**src/rtl/sseg_pkg.sv**
```systemverilog
// Shared constants and register-map helpers for the seven-segment scan controller.
package sseg_pkg;

    localparam int EN_BIT     = 0;
    localparam int BLINK_BIT  = 1;
    localparam int BRIGHT_LSB = 4;

    localparam logic [7:0] SEG_BLANK  = 8'hFF;
    localparam logic [3:0] BRIGHT_RST = 4'hF;

    typedef enum logic [1:0] {
        REG_DIGIT,
        REG_CTRL,
        REG_MASK
    } reg_sel_e;

    // Digit patterns sit at 0..n_digits-1, followed by control and blink mask.
    function automatic int reg_offset(input int n_digits, input reg_sel_e sel);
        case (sel)
            REG_CTRL: return n_digits;
            REG_MASK: return n_digits + 1;
            default:  return 0;
        endcase
    endfunction

endpackage

```
**src/rtl/sseg_scan_timer.sv**
```systemverilog
// Scan timebase: prescaler, digit index, sub-phase, slot start and blink phase.
module sseg_scan_timer #(
    parameter int N_DIGITS  = 4,
    parameter int SCAN_DIV  = 16,
    parameter int BLINK_DIV = 6,
    parameter int IW        = (N_DIGITS > 1) ? $clog2(N_DIGITS) : 1
) (
    input  logic          clk,
    input  logic          reset,
    input  logic          blink_restart,
    output logic [IW-1:0] idx,
    output logic [3:0]    sp,
    output logic          slot_start,
    output logic          blink_off
);

    logic [SCAN_DIV-1:0]  prescaler;
    logic [BLINK_DIV-1:0] frame_cnt;
    logic                 slot_wrap;
    logic                 frame_end;

    assign slot_wrap  = &prescaler;
    assign frame_end  = slot_wrap && (idx == IW'(N_DIGITS - 1));
    assign slot_start = (prescaler == '0);
    assign sp         = prescaler[SCAN_DIV-1 -: 4];

    // Free-running prescaler; the digit index steps once per completed slot.
    always_ff @(posedge clk or posedge reset) begin
        if (reset) begin
            prescaler <= '0;
            idx       <= '0;
        end else begin
            prescaler <= prescaler + SCAN_DIV'(1);
            if (slot_wrap) begin
                if (idx == IW'(N_DIGITS - 1))
                    idx <= '0;
                else
                    idx <= idx + IW'(1);
            end
        end
    end

    // Frame counter flips the blink phase on wrap; restarted when blinking is enabled.
    always_ff @(posedge clk or posedge reset) begin
        if (reset) begin
            frame_cnt <= '0;
            blink_off <= 1'b0;
        end else if (blink_restart) begin
            frame_cnt <= '0;
            blink_off <= 1'b0;
        end else if (frame_end) begin
            frame_cnt <= frame_cnt + BLINK_DIV'(1);
            if (&frame_cnt)
                blink_off <= ~blink_off;
        end
    end

endmodule

```
**src/rtl/sseg_scan_ctrl.sv**
```systemverilog
// Register-mapped, time-multiplexed seven-segment controller with PWM and blink.
module sseg_scan_ctrl
    import sseg_pkg::*;
#(
    parameter int N_DIGITS  = 4,
    parameter int SCAN_DIV  = 16,
    parameter int BLINK_DIV = 6
) (
    input  logic                          clk,
    input  logic                          reset,
    input  logic                          wr,
    input  logic                          rd,
    input  logic [$clog2(N_DIGITS+2)-1:0] addr,
    input  logic [7:0]                    wdata,
    output logic [7:0]                    rdata,
    output logic [N_DIGITS-1:0]           an_n,
    output logic [7:0]                    sseg_n
);

    localparam int IW = (N_DIGITS > 1) ? $clog2(N_DIGITS) : 1;
    localparam int AW = $clog2(N_DIGITS + 2);
    localparam logic [AW-1:0] CTRL_ADDR = AW'(reg_offset(N_DIGITS, REG_CTRL));
    localparam logic [AW-1:0] MASK_ADDR = AW'(reg_offset(N_DIGITS, REG_MASK));

    logic [7:0]          digit [N_DIGITS];
    logic                en;
    logic                blink_en;
    logic [3:0]          bright;
    logic [N_DIGITS-1:0] mask;
    logic [7:0]          shadow;
    logic [7:0]          rd_mux;
    logic [7:0]          cur_pat;
    logic [N_DIGITS-1:0] mask_sh;
    logic                blink_hide;
    logic                digit_on;
    logic                blink_restart;
    logic [IW-1:0]       idx;
    logic [3:0]          sp;
    logic                slot_start;
    logic                blink_off;

    // Blink phase restarts on the write that turns blinking on.
    assign blink_restart = wr && (addr == CTRL_ADDR) && wdata[BLINK_BIT] && !blink_en;

    sseg_scan_timer #(
        .N_DIGITS  (N_DIGITS),
        .SCAN_DIV  (SCAN_DIV),
        .BLINK_DIV (BLINK_DIV),
        .IW        (IW)
    ) u_timer (
        .clk           (clk),
        .reset         (reset),
        .blink_restart (blink_restart),
        .idx           (idx),
        .sp            (sp),
        .slot_start    (slot_start),
        .blink_off     (blink_off)
    );

    // CPU register file; unmapped addresses are silently dropped.
    always_ff @(posedge clk or posedge reset) begin
        if (reset) begin
            for (int i = 0; i < N_DIGITS; i++)
                digit[i] <= SEG_BLANK;
            en       <= 1'b0;
            blink_en <= 1'b0;
            bright   <= BRIGHT_RST;
            mask     <= '0;
        end else if (wr) begin
            for (int i = 0; i < N_DIGITS; i++)
                if (addr == AW'(i))
                    digit[i] <= wdata;
            if (addr == CTRL_ADDR) begin
                en       <= wdata[EN_BIT];
                blink_en <= wdata[BLINK_BIT];
                bright   <= wdata[BRIGHT_LSB +: 4];
            end
            if (addr == MASK_ADDR)
                mask <= wdata[N_DIGITS-1:0];
        end
    end

    // Read mux; anything not decoded reads as zero.
    always_comb begin
        rd_mux = '0;
        for (int i = 0; i < N_DIGITS; i++)
            if (addr == AW'(i))
                rd_mux = digit[i];
        if (addr == CTRL_ADDR) begin
            rd_mux[EN_BIT]            = en;
            rd_mux[BLINK_BIT]         = blink_en;
            rd_mux[BRIGHT_LSB +: 4]   = bright;
        end
        if (addr == MASK_ADDR)
            rd_mux = 8'(mask);
    end

    // Registered read data, held between read strobes; same-cycle writes return old data.
    always_ff @(posedge clk or posedge reset) begin
        if (reset)
            rdata <= '0;
        else if (rd)
            rdata <= rd_mux;
    end

    // Pattern of the digit currently being scanned.
    always_comb begin
        cur_pat = SEG_BLANK;
        for (int i = 0; i < N_DIGITS; i++)
            if (idx == IW'(i))
                cur_pat = digit[i];
    end

    assign mask_sh    = mask >> idx;
    assign blink_hide = blink_en && mask_sh[0] && blink_off;
    assign digit_on   = en && (sp != 4'd0) && (sp <= bright) && !blink_hide;

    // Freeze the pattern at slot start so CPU writes never tear a slot.
    always_ff @(posedge clk or posedge reset) begin
        if (reset)
            shadow <= SEG_BLANK;
        else if (slot_start)
            shadow <= cur_pat;
    end

    // Registered anode/segment drive; dark whenever the digit is gated off.
    always_ff @(posedge clk or posedge reset) begin
        if (reset) begin
            an_n   <= '1;
            sseg_n <= SEG_BLANK;
        end else if (digit_on) begin
            an_n   <= ~(N_DIGITS'(1) << idx);
            sseg_n <= shadow;
        end else begin
            an_n   <= '1;
            sseg_n <= SEG_BLANK;
        end
    end

endmodule
```
**config.mk**
```make
export PLATFORM = sky130hd
export DESIGN_NAME = sseg_scan_ctrl
export DESIGN_NICKNAME = d
export VERILOG_FILES = /design/src/rtl/sseg_pkg.sv /design/src/rtl/sseg_scan_timer.sv /design/src/rtl/sseg_scan_ctrl.sv
export SDC_FILE = /design/constraint.sdc
export NUM_CORES = 1
export LEC_CHECK = 0
export ABC_AREA = 1
export CAP_MARGIN = 5
export CORE_MARGIN = 2
export CORE_UTILIZATION = 40
export CTS_CLUSTER_SIZE = 30
export DETAILED_ROUTE_END_ITERATION = 10
export HOLD_SLACK_MARGIN = 0.03
export PLACE_DENSITY = 0.59
export SYNTH_ARGS = -nofsm -noshare
export SYNTH_HDL_FRONTEND = slang
export SYNTH_SLANG_ARGS = --single-unit
```
**constraint.sdc**
```tcl
create_clock -name clk -period 9 [get_ports clk]
set_clock_uncertainty 0.2 [all_clocks]
set_input_delay 1.8 -clock clk [delete_from_list [all_inputs] [get_ports clk]]
set_output_delay 1.8 -clock clk [all_outputs]
set_load 0.1 [all_outputs]
```
==> results.ini, run 1 <==
[critical_path]
end_kind=primary output
crit_chain=clkdlybuf4s50_1
cp_top_family=buffers and inverters
cp.arrival_ps=1980
crit_start=sseg_n[2]$_DFF_PP1_
path_buf_inv=1
crit_fanout=1
worstSetupPathType=reg -> out
critPathRequiredTime_ps=7000
r2r-start=u_timer.idx[0]$_DFFE_PP0N_
cp_slowest_stage_delay_ps=1120
worstSetupStartpointType=register
slowest_stage=clkdlybuf4s50_1

[cts]
clk_pin_slew_ps=70
cts_max_path_buffers=2
cts_resized=0
cts_root_buffer=clkbuf_16
post_cts_buffers=0
ctsHoldBuffers=0
cts_tree=built
clkSinkCount=95
cts_buffers=9
htree_levels=3
clk_latency_ps=340

[power]
p_leak_uw=0.00266
ir_worst_vdd_v=0.0000782
fin_total_pwr_uw=1110
p_per_area_nw_per_um2=197

[yosys]
yosysSeqAreaShare_pct=50.3
post_synth.cell_area_avg_um2=8.24
synth_area_leaders=dfstp_2 (30%), dfrtp_1 (20%), nand2_1 (13%), inv_1 (6.8%), o21ai_0 (5.5%)
synth_edf_count=0
ys.flop_type=dfstp_2
synth_seq_cells=95
yosys.area.top_type=dfstp_2
synth.net_count=616
ys_async_sr_fraction_pct=100
post_synth_num_cell_types=30
ys.warnings.count=0
syn_inst=590
synth_area_um2=4860
yosys.area.top_type_share_pct=30.3

[timing]
slew-limit-headroom_pct=34.0
rsz0062_at_grt=false
slew_violations=0
timing.fmax_mhz=251
min_period_over_period_pct=44.2
setup_viol=0
finalCriticalPeriod_ps=3980
tightest_slew_ps=987
finalHoldViolations=0
setup_tns_ps=0

[grt]
antenna_found_initial=0
gr-usage-all-layers_pct=18.8
grt_pass1_vias=3772
grt_overflow=0
grt_pass1_wl_mm=18.9
grt_max_degree=72

[run_status]
status=completed

[routing]
ant_nets=0
vias=3868
drc=0
firstDrtPassIters=4
avgViaCountPerCell=4.98
initialDrtViolationCount=212
finalWirelength_mm=11.3
post_drt_wl_per_cell_um=14.5

[layout]
area.sequential_um2=2450
nets=651
multiInputGateArea_um2=1990
fill_cells=1156
diodes=0
layout-drive-gt1-share_pct=15.7
syn_to_final_growth_pct=15.8

[floorplanning]
io_pins=35
core_area_um2=11900
start_util_pct=40.8
num_rows=40
die_h_um=114
die-area_um2=13000
die_w_um=114

[min_path]
hold_path.class=reg -> reg
worst_hold_startpoint=shadow[2]$_DFFE_PP1N_

[job]
maxCapViolations=0

[placement]
dp_hpwl_mm=8.28
gp_congestion=0.960
numPortBuffers=34

==> layout make-up <==
class                   instances  share of cell area (%)
clock buffers                  15                    5.31
clock inverters                 1                   0.133
inverters                      91                    6.09
multi-input cells             392                    35.4
flip-flops and latches         95                    43.5
well taps                     147                    3.27
repair buffers                 36                    6.31
==> cell usage after synthesis (11+ instances only) <==
| library cell | number |
|---|---|
| dfrtp_1 | 39 |
| nand4_1 | 19 |
| a21oi_1 | 12 |
| nand2_1 | 164 |
| nor2_1 | 43 |
| inv_1 | 88 |
| dfstp_2 | 56 |
| ha_1 | 11 |
| o21ai_0 | 53 |
| xor2_1 | 16 |
| nand3_1 | 34 |
==> metrics by stage <==
step	instance area (µm²)	hold WS (ps)	utilization (%)	worst slack (ps)	std cells
finish	5630	267	47.3	5020	777
global route	5630	274	47.3	4970	777
CTS	5630	269	47.3	5000	777
floorplan	4860	242	-	4620	590
detailed placement	5320	257	44.7	5280	761
global placement	5320	258	44.7	5290	761
==> layer usage <==
metal | GRT usage, % | routed length [µm]
met2 | 27.5 | 4920
met3 | 2.59 | 410
met4 | 9.27 | 304
met1 | 27.4 | 5640
met5 | 0 | 0
==> final timing paths <==
check | end | slack (ps) | cells past startpoint
worst max register to register | shadow[3]$_DFFE_PP1N_ | 6900 | 9
worst max-delay path | sseg_n[2] | 5020 | 1
min in group asynchronous | rdata[3]$_DFFE_PP0P_ | 1560 | 2
worst min register to register | shadow[2]$_DFFE_PP1N_ | 270 | 2
worst min-delay path | shadow[2]$_DFFE_PP1N_ | 270 | 2
max in group asynchronous | u_timer.prescaler[13]$_DFF_PP0_ | 5800 | 3
==> kinds of logic (layout without fill, tap and decap cells) <==
group,count (synthesis),in the layout,share of synthesized area (%)
xor gates and xnor gates,16,16,2.88
DFF,95,95,50.3
buffers and inverters,103,143,8.62
adders and majority gates,11,11,2.83
and+or+nand+nor,281,281,25.6
AOI/OAI and AO/OA,84,84,9.70
==> registers in the layout, summed over array words and instances (netlist names), 2 cells and up <==
register	cells
an_n	4
bright	4
digit	32
mask	4
rdata	8
shadow	8
sseg_n	8
u_timer.frame_cnt	6
u_timer.idx	2
u_timer.prescaler	16
==> power by group <==
part | total [µW] | switching [µW] | internal, µW
registers | 539 | 39.5 | 499
logic | 184 | 123 | 60.7
clock network | 386 | 159 | 227
==> cells in the final DEF (no fill, tap or decap), drive strengths merged <==
master | netlist | layout
and2 | 1 | 1
clkinv | 0 | 1
clkdlybuf4s50 | 0 | 34
dfrtp | 39 | 39
nor2 | 49 | 49
clkbuf | 6 | 15
or2 | 2 | 2
inv | 91 | 90
nor3 | 5 | 5
o21ai | 63 | 63
o211ai | 8 | 8
o22ai | 1 | 1
and3 | 1 | 1
buf | 6 | 2
clkinvlp | 0 | 1
ha | 11 | 11
nand2 | 167 | 167
dfstp | 56 | 56
nand3 | 36 | 36
nand4 | 20 | 20
xor2 | 16 | 16
a21oi | 12 | 12
Note: power is estimated with default switching activity, not from simulation.
==> run 2: changes to the inputs <==
--- a/config.mk
+++ b/config.mk
@@ -12,7 +12,7 @@
 export CTS_CLUSTER_SIZE = 30
 export DETAILED_ROUTE_END_ITERATION = 10
 export HOLD_SLACK_MARGIN = 0.03
-export PLACE_DENSITY = 0.59
+export PLACE_DENSITY = 0.61
 export SYNTH_ARGS = -nofsm -noshare
 export SYNTH_HDL_FRONTEND = slang
 export SYNTH_SLANG_ARGS = --single-unit
==> constraint.sdc (replaced) <==
create_clock -name clk -period 3.59 [get_ports clk]
set_clock_uncertainty 0.2 [all_clocks]
set_input_delay 0.718 -clock clk [delete_from_list [all_inputs] [get_ports clk]]
set_output_delay 0.718 -clock clk [all_outputs]
set_load 0.1 [all_outputs]
==> results.ini, run 2 (synthesized netlist as in run 1, its figures left out) <==
[layout]
largest_reg_flops=32  ; unchanged
top_register=digit
nets=652  ; +0.15%
layout_commonest_cell=nand2_1
reg.largest.list=digit (32), u_timer.prescaler (16)
layout-drive-gt1-share_pct=19.3  ; +3.6 points
diodes=0  ; unchanged
final_cell_mix=nand2_1 (164), inv_1 (87), dfstp_2 (56)
syn_to_final_growth_pct=14.9

[cts]
post_cts_buffers=0  ; unchanged
clkSinkCount=95  ; unchanged
cts_tree=built
cts_root_buffer=clkbuf_16
cts_buffers=9  ; unchanged
clk_pin_slew_ps=70  ; about the same
cts_max_path_buffers=2  ; unchanged
htree_levels=3  ; unchanged
clk_latency_ps=350  ; about the same
ctsHoldBuffers=0  ; unchanged
cts_resized=0  ; unchanged

[floorplanning]
die_h_um=114  ; unchanged
io_pins=35  ; unchanged
die-area_um2=13000  ; unchanged
die_w_um=114  ; unchanged
core_area_um2=11900  ; unchanged
start_util_pct=40.8  ; unchanged
num_rows=40  ; unchanged

[timing]
finalHoldViolations=0  ; unchanged
min_period_over_period_pct=63.9
setup_viol=0  ; unchanged
setup_tns_ps=0  ; unchanged
rsz0062_at_grt=false
slew-limit-headroom_pct=62.6  ; +29 points
finalCriticalPeriod_ps=2290
slew_violations=0  ; unchanged
tightest_slew_ps=560  ; -428 ps
timing.fmax_mhz=436

[power]
ir_worst_vdd_v=0.000251  ; +220%
p_per_area_nw_per_um2=493  ; +150%
p_leak_uw=0.00267  ; +0.39%
fin_total_pwr_uw=2750  ; +150%

[critical_path]
cp.arrival_ps=2380  ; +400 ps
end_kind=register
worstSetupStartpointType=primary input
cp_slowest_stage_delay_ps=580  ; -540 ps
cp_top_family=buffers and inverters
crit_fanout=8  ; +7
critPathRequiredTime_ps=3680  ; -3320 ps
crit_chain=clkdlybuf4s50_1 > inv_2 > nand2_1 > nor2_2 > inv_2 > o21ai_0 > inv_1 > nand2_1 > nand2_1 > nand2_1
slowest_stage=clkdlybuf4s50_1
cp_common_cell=nand2_1
path_buf_inv=4  ; +3
worstSetupPathType=in -> reg

[routing]
ant_nets=0  ; unchanged
initialDrtViolationCount=235  ; +11%
post_drt_wl_per_cell_um=14.7  ; +1.4%
drc=0  ; unchanged
firstDrtPassIters=5  ; +1
finalWirelength_mm=11.4  ; +1.5%
vias=3887  ; +0.49%
avgViaCountPerCell=5.00  ; +0.36%

[grt]
grt_max_degree=48  ; -33%
antenna_found_initial=0  ; unchanged
gr-usage-all-layers_pct=18.8  ; about the same
grt_overflow=0  ; unchanged
grt_pass1_vias=3758  ; -0.37%
grt_pass1_wl_mm=18.8  ; -0.29%

[placement]
gp_congestion=0.984  ; +2.5%
numPortBuffers=34  ; unchanged
dp_hpwl_mm=8.45  ; +2.0%

[job]
maxCapViolations=0  ; unchanged

[min_path]
hold_path.class=reg -> reg

[run_status]
status=completed

[run 2: cell types whose count changed in the layout (fill, tap and decap cells not counted), sizes merged]
cell / previous run / this run
buf: 2 / 23
clkbuf: 15 / 9
clkdlybuf4s50: 34 / 14
clkinv: 1 / 4
inv: 90 / 93
[run 2: worst register-to-register path, stage by stage (launching register included)]
cell	delay, ps
dfrtp_1	430
inv_1	170
ha_1	220
inv_1	130
nor2_1	310
nand2_1	90
o211ai_1	110
o211ai_1	130
nand2_1	130
nand2_1	60
[run 2: layout make-up]
class	instances	area [µm²]
Clock buffer	9	225
Clock inverter	7	65.1
Timing Repair Buffer	37	325
Fill cell	1198	6330
Inverter	91	343
Multi-Input combinational cell	392	1990
Tap cell	147	184
Sequential cell	95	2450
[run 2: final timing paths]
check	startpoint	to	slack, ps	cells after the start
max	addr[2]	rdata[6]$_DFFE_PP0P_	1300	10
min	shadow[3]$_DFFE_PP1N_	shadow[3]$_DFFE_PP1N_	270	2
max reg2reg	u_timer.idx[0]$_DFFE_PP0N_	shadow[3]$_DFFE_PP1N_	1550	9
min reg2reg	shadow[3]$_DFFE_PP1N_	shadow[3]$_DFFE_PP1N_	270	2
max in group asynchronous	reset	digit[27]$_DFFE_PP1P_	1950	3
min in group asynchronous	reset	rdata[1]$_DFFE_PP0P_	460	2
[run 2: through the flow]
step | worst slack [ps] | hold slack [ps] | instances | utilization [%] | cell area (µm²)
after detailed placement | 938 | 259 | 762 | 44.4 | 5290
after global placement | 977 | 258 | 762 | 44.4 | 5290
after floorplan | 288 | 242 | 590 | - | 4860
final | 1300 | 270 | 778 | 46.9 | 5580
after global routing | 1130 | 289 | 778 | 46.9 | 5580
after CTS | 1300 | 270 | 778 | 46.9 | 5580
[run 2: per-layer routing]
| metal | share of wire [%] | vias to the layer above | GRT usage [%] |
|---|---|---|---|
| li1 | - | 1941 | - |
| met1 | 48 | 1816 | 25.8 |
| met4 | 2.8 | 0 | 8.54 |
| met3 | 4.2 | 24 | 3.23 |
| met2 | 45 | 106 | 29.3 |
| met5 | 0 | - | 0 |
[run 2: where the power goes]
part	leakage [µW]	switching, µW	total, µW	internal, µW
Clock	0.000140	450	936	486
Combinational	0.00144	313	463	150
Sequential	0.00108	101	1350	1250
==> run 3: changes to the inputs <==
==> constraint.sdc (replaced) <==
create_clock -name clk -period 2 [get_ports clk]
set_clock_uncertainty 0.2 [all_clocks]
set_input_delay 0.4 -clock clk [delete_from_list [all_inputs] [get_ports clk]]
set_output_delay 0.4 -clock clk [all_outputs]
set_load 0.1 [all_outputs]
==> results.ini, run 3 (synthesized netlist as in run 1, its figures left out) <==
[cts]
cts_buffers=9  ; unchanged
cts_root_buffer=clkbuf_16
htree_levels=3  ; unchanged
clk_pin_slew_ps=70  ; about the same
post_cts_buffers=0  ; unchanged
cts_resized=0  ; unchanged
cts_max_path_buffers=2  ; unchanged
clkSinkCount=95  ; unchanged
cts_tree=built
ctsHoldBuffers=0  ; unchanged
clk_latency_ps=340  ; about the same

[layout]
layout_commonest_cell=nand2_1
top_register=digit
layout-drive-gt1-share_pct=23.6  ; +4.2 points
multiInputGateArea_um2=2000  ; +0.31%
layout.cells.non_filler=809  ; +4.0%
final_cell_mix=nand2_1 (164), inv_1 (85), dfstp_2 (56)
fill_cells=1140  ; -4.8%
area.sequential_um2=2450  ; unchanged
syn_to_final_growth_pct=25.9
diodes=0  ; unchanged
largest_reg_flops=32  ; unchanged
post-route-util_pct=51.4  ; +4.5 points
reg.largest.list=digit (32), u_timer.prescaler (16)
nets=683  ; +4.8%

[floorplanning]
start_util_pct=40.8  ; unchanged
die_h_um=114  ; unchanged
core_area_um2=11900  ; unchanged
io_pins=35  ; unchanged
num_rows=40  ; unchanged
die-area_um2=13000  ; unchanged
die_w_um=114  ; unchanged

[critical_path]
r2r-start=bright[3]$_DFFE_PP1N_
worstSetupStartpointType=register
cp_slowest_stage_delay_ps=520  ; -60 ps
crit_chain=inv_1 > ha_1 > a21oi_1 > o211ai_1 > o21ai_2 > buf_2 > nand4_1
cp.arrival_ps=1990  ; -390 ps
slowest_stage=dfstp_2
r2r_cells=7  ; -2
worstSetupPathType=reg -> reg
end_kind=register
regToRegSetupSlack_ps=70  ; -1480 ps
crit_fanout=6  ; -2
reg2reg_to=sseg_n[1]$_DFF_PP1_
critPathRequiredTime_ps=2060  ; -1620 ps

[run_status]
status=completed

[timing]
setup_viol=0  ; unchanged
finalCriticalPeriod_ps=1930
min_period_over_period_pct=96.5
tightest_slew_ps=394  ; -166 ps
slew-limit-headroom_pct=73.7  ; +11 points
setup_slack_ps=70.7  ; -1230 ps
slew_violations=0  ; unchanged
timing.fmax_mhz=518
worst_hold_slack_ps=270  ; +0.181 ps
finalHoldViolations=0  ; unchanged

[job]
maxCapViolations=0  ; unchanged

[grt]
grt_pass1_vias=3947  ; +5.0%
grt_pass1_wl_mm=19.5  ; +3.6%
grt_overflow=0  ; unchanged
antenna_found_initial=0  ; unchanged
grt_max_degree=45  ; -6.3%
gr-usage-all-layers_pct=19.2  ; +0.39 points

[routing]
avgViaCountPerCell=4.98  ; -0.37%
firstDrtPassIters=7  ; +2
initialDrtViolationCount=258  ; +9.8%
post_drt_wl_per_cell_um=14.4  ; -2.3%
drc=0  ; unchanged
finalWirelength_mm=11.6  ; +1.6%
ant_nets=0  ; unchanged
vias=4027  ; +3.6%

[min_path]
hold_path.class=reg -> reg
whs_path_depth=2  ; unchanged
worst_hold_startpoint=shadow[4]$_DFFE_PP1N_
hold_end=shadow[4]$_DFFE_PP1N_

[power]
p_leak_uw=0.00294  ; +10%
p_per_area_nw_per_um2=833  ; +69%
ir_worst_vdd_v=0.000401  ; +60%

[placement]
place_ws_ps=-224  ; -1160 ps
dp_hpwl_mm=8.94  ; +5.8%
dp_cells=792  ; +3.9%
gp_congestion=0.912  ; -7.3%
numPortBuffers=34  ; unchanged

## run 3: cell type report
| class | instances | share of cell area, % |
|---|---|---|
| repair buffers | 68 | 13.8 |
| inverters | 91 | 5.64 |
| clock inverters | 6 | 1.14 |
| well taps | 147 | 3.01 |
| clock buffers | 10 | 3.74 |
| multi-input cells | 392 | 32.7 |
| flip-flops and latches | 95 | 40.0 |
## run 3: where the power goes
group / switching (µW) / internal (µW) / total [µW]
clock network: 748 / 976 / 1720
logic: 579 / 357 / 935
registers: 194 / 2250 / 2440
## run 3: worst max path at each step
stage / start / endpoint / slack, ps
4_1_cts: bright[3]$_DFFE_PP1N_ / sseg_n[6]$_DFF_PP1_ / 10
2_1_floorplan: bright[3]$_DFFE_PP1N_ / an_n[0]$_DFF_PP1_ / 120
3_3_place_gp: addr[0] / mask[2]$_DFFE_PP0P_ / -150
3_5_place_dp: addr[0] / mask[3]$_DFFE_PP0P_ / -220
6_report: bright[3]$_DFFE_PP1N_ / sseg_n[1]$_DFF_PP1_ / 70
5_1_grt: addr[0] / mask[3]$_DFFE_PP0P_ / -6
## run 3: per-layer routing
layer | routed length (µm) | track usage [%] | vias to the layer above
met5 | 0 | 0 | -
met4 | 193 | 6.99 | 0
met3 | 567 | 2.96 | 17
met2 | 5550 | 30.9 | 107
met1 | 5310 | 26.4 | 1897
li1 | - | - | 2006
## run 3: metrics by stage
| stage | instance area (µm²) | total power (µW) | setup TNS (ps) |
|---|---|---|---|
| global route | 6120 | 5360 | -6.02 |
| global placement | 5810 | 3360 | -2280 |
| floorplan | 4860 | 3020 | 0 |
| detailed placement | 5810 | 3390 | -5060 |
| CTS | 6110 | 5140 | 0 |
| finish | 6120 | 5100 | 0 |
## run 3: worst max-delay path, delay by kind of cell, from the launching register on
family | cells | cell delay, ps
AO/OA/AOI/OAI | 3 | 420
AND/OR/NAND/NOR | 1 | 90
buffers and inverters | 2 | 280
adder cells (fa/ha/maj) | 1 | 340
flip-flops | 1 | 520
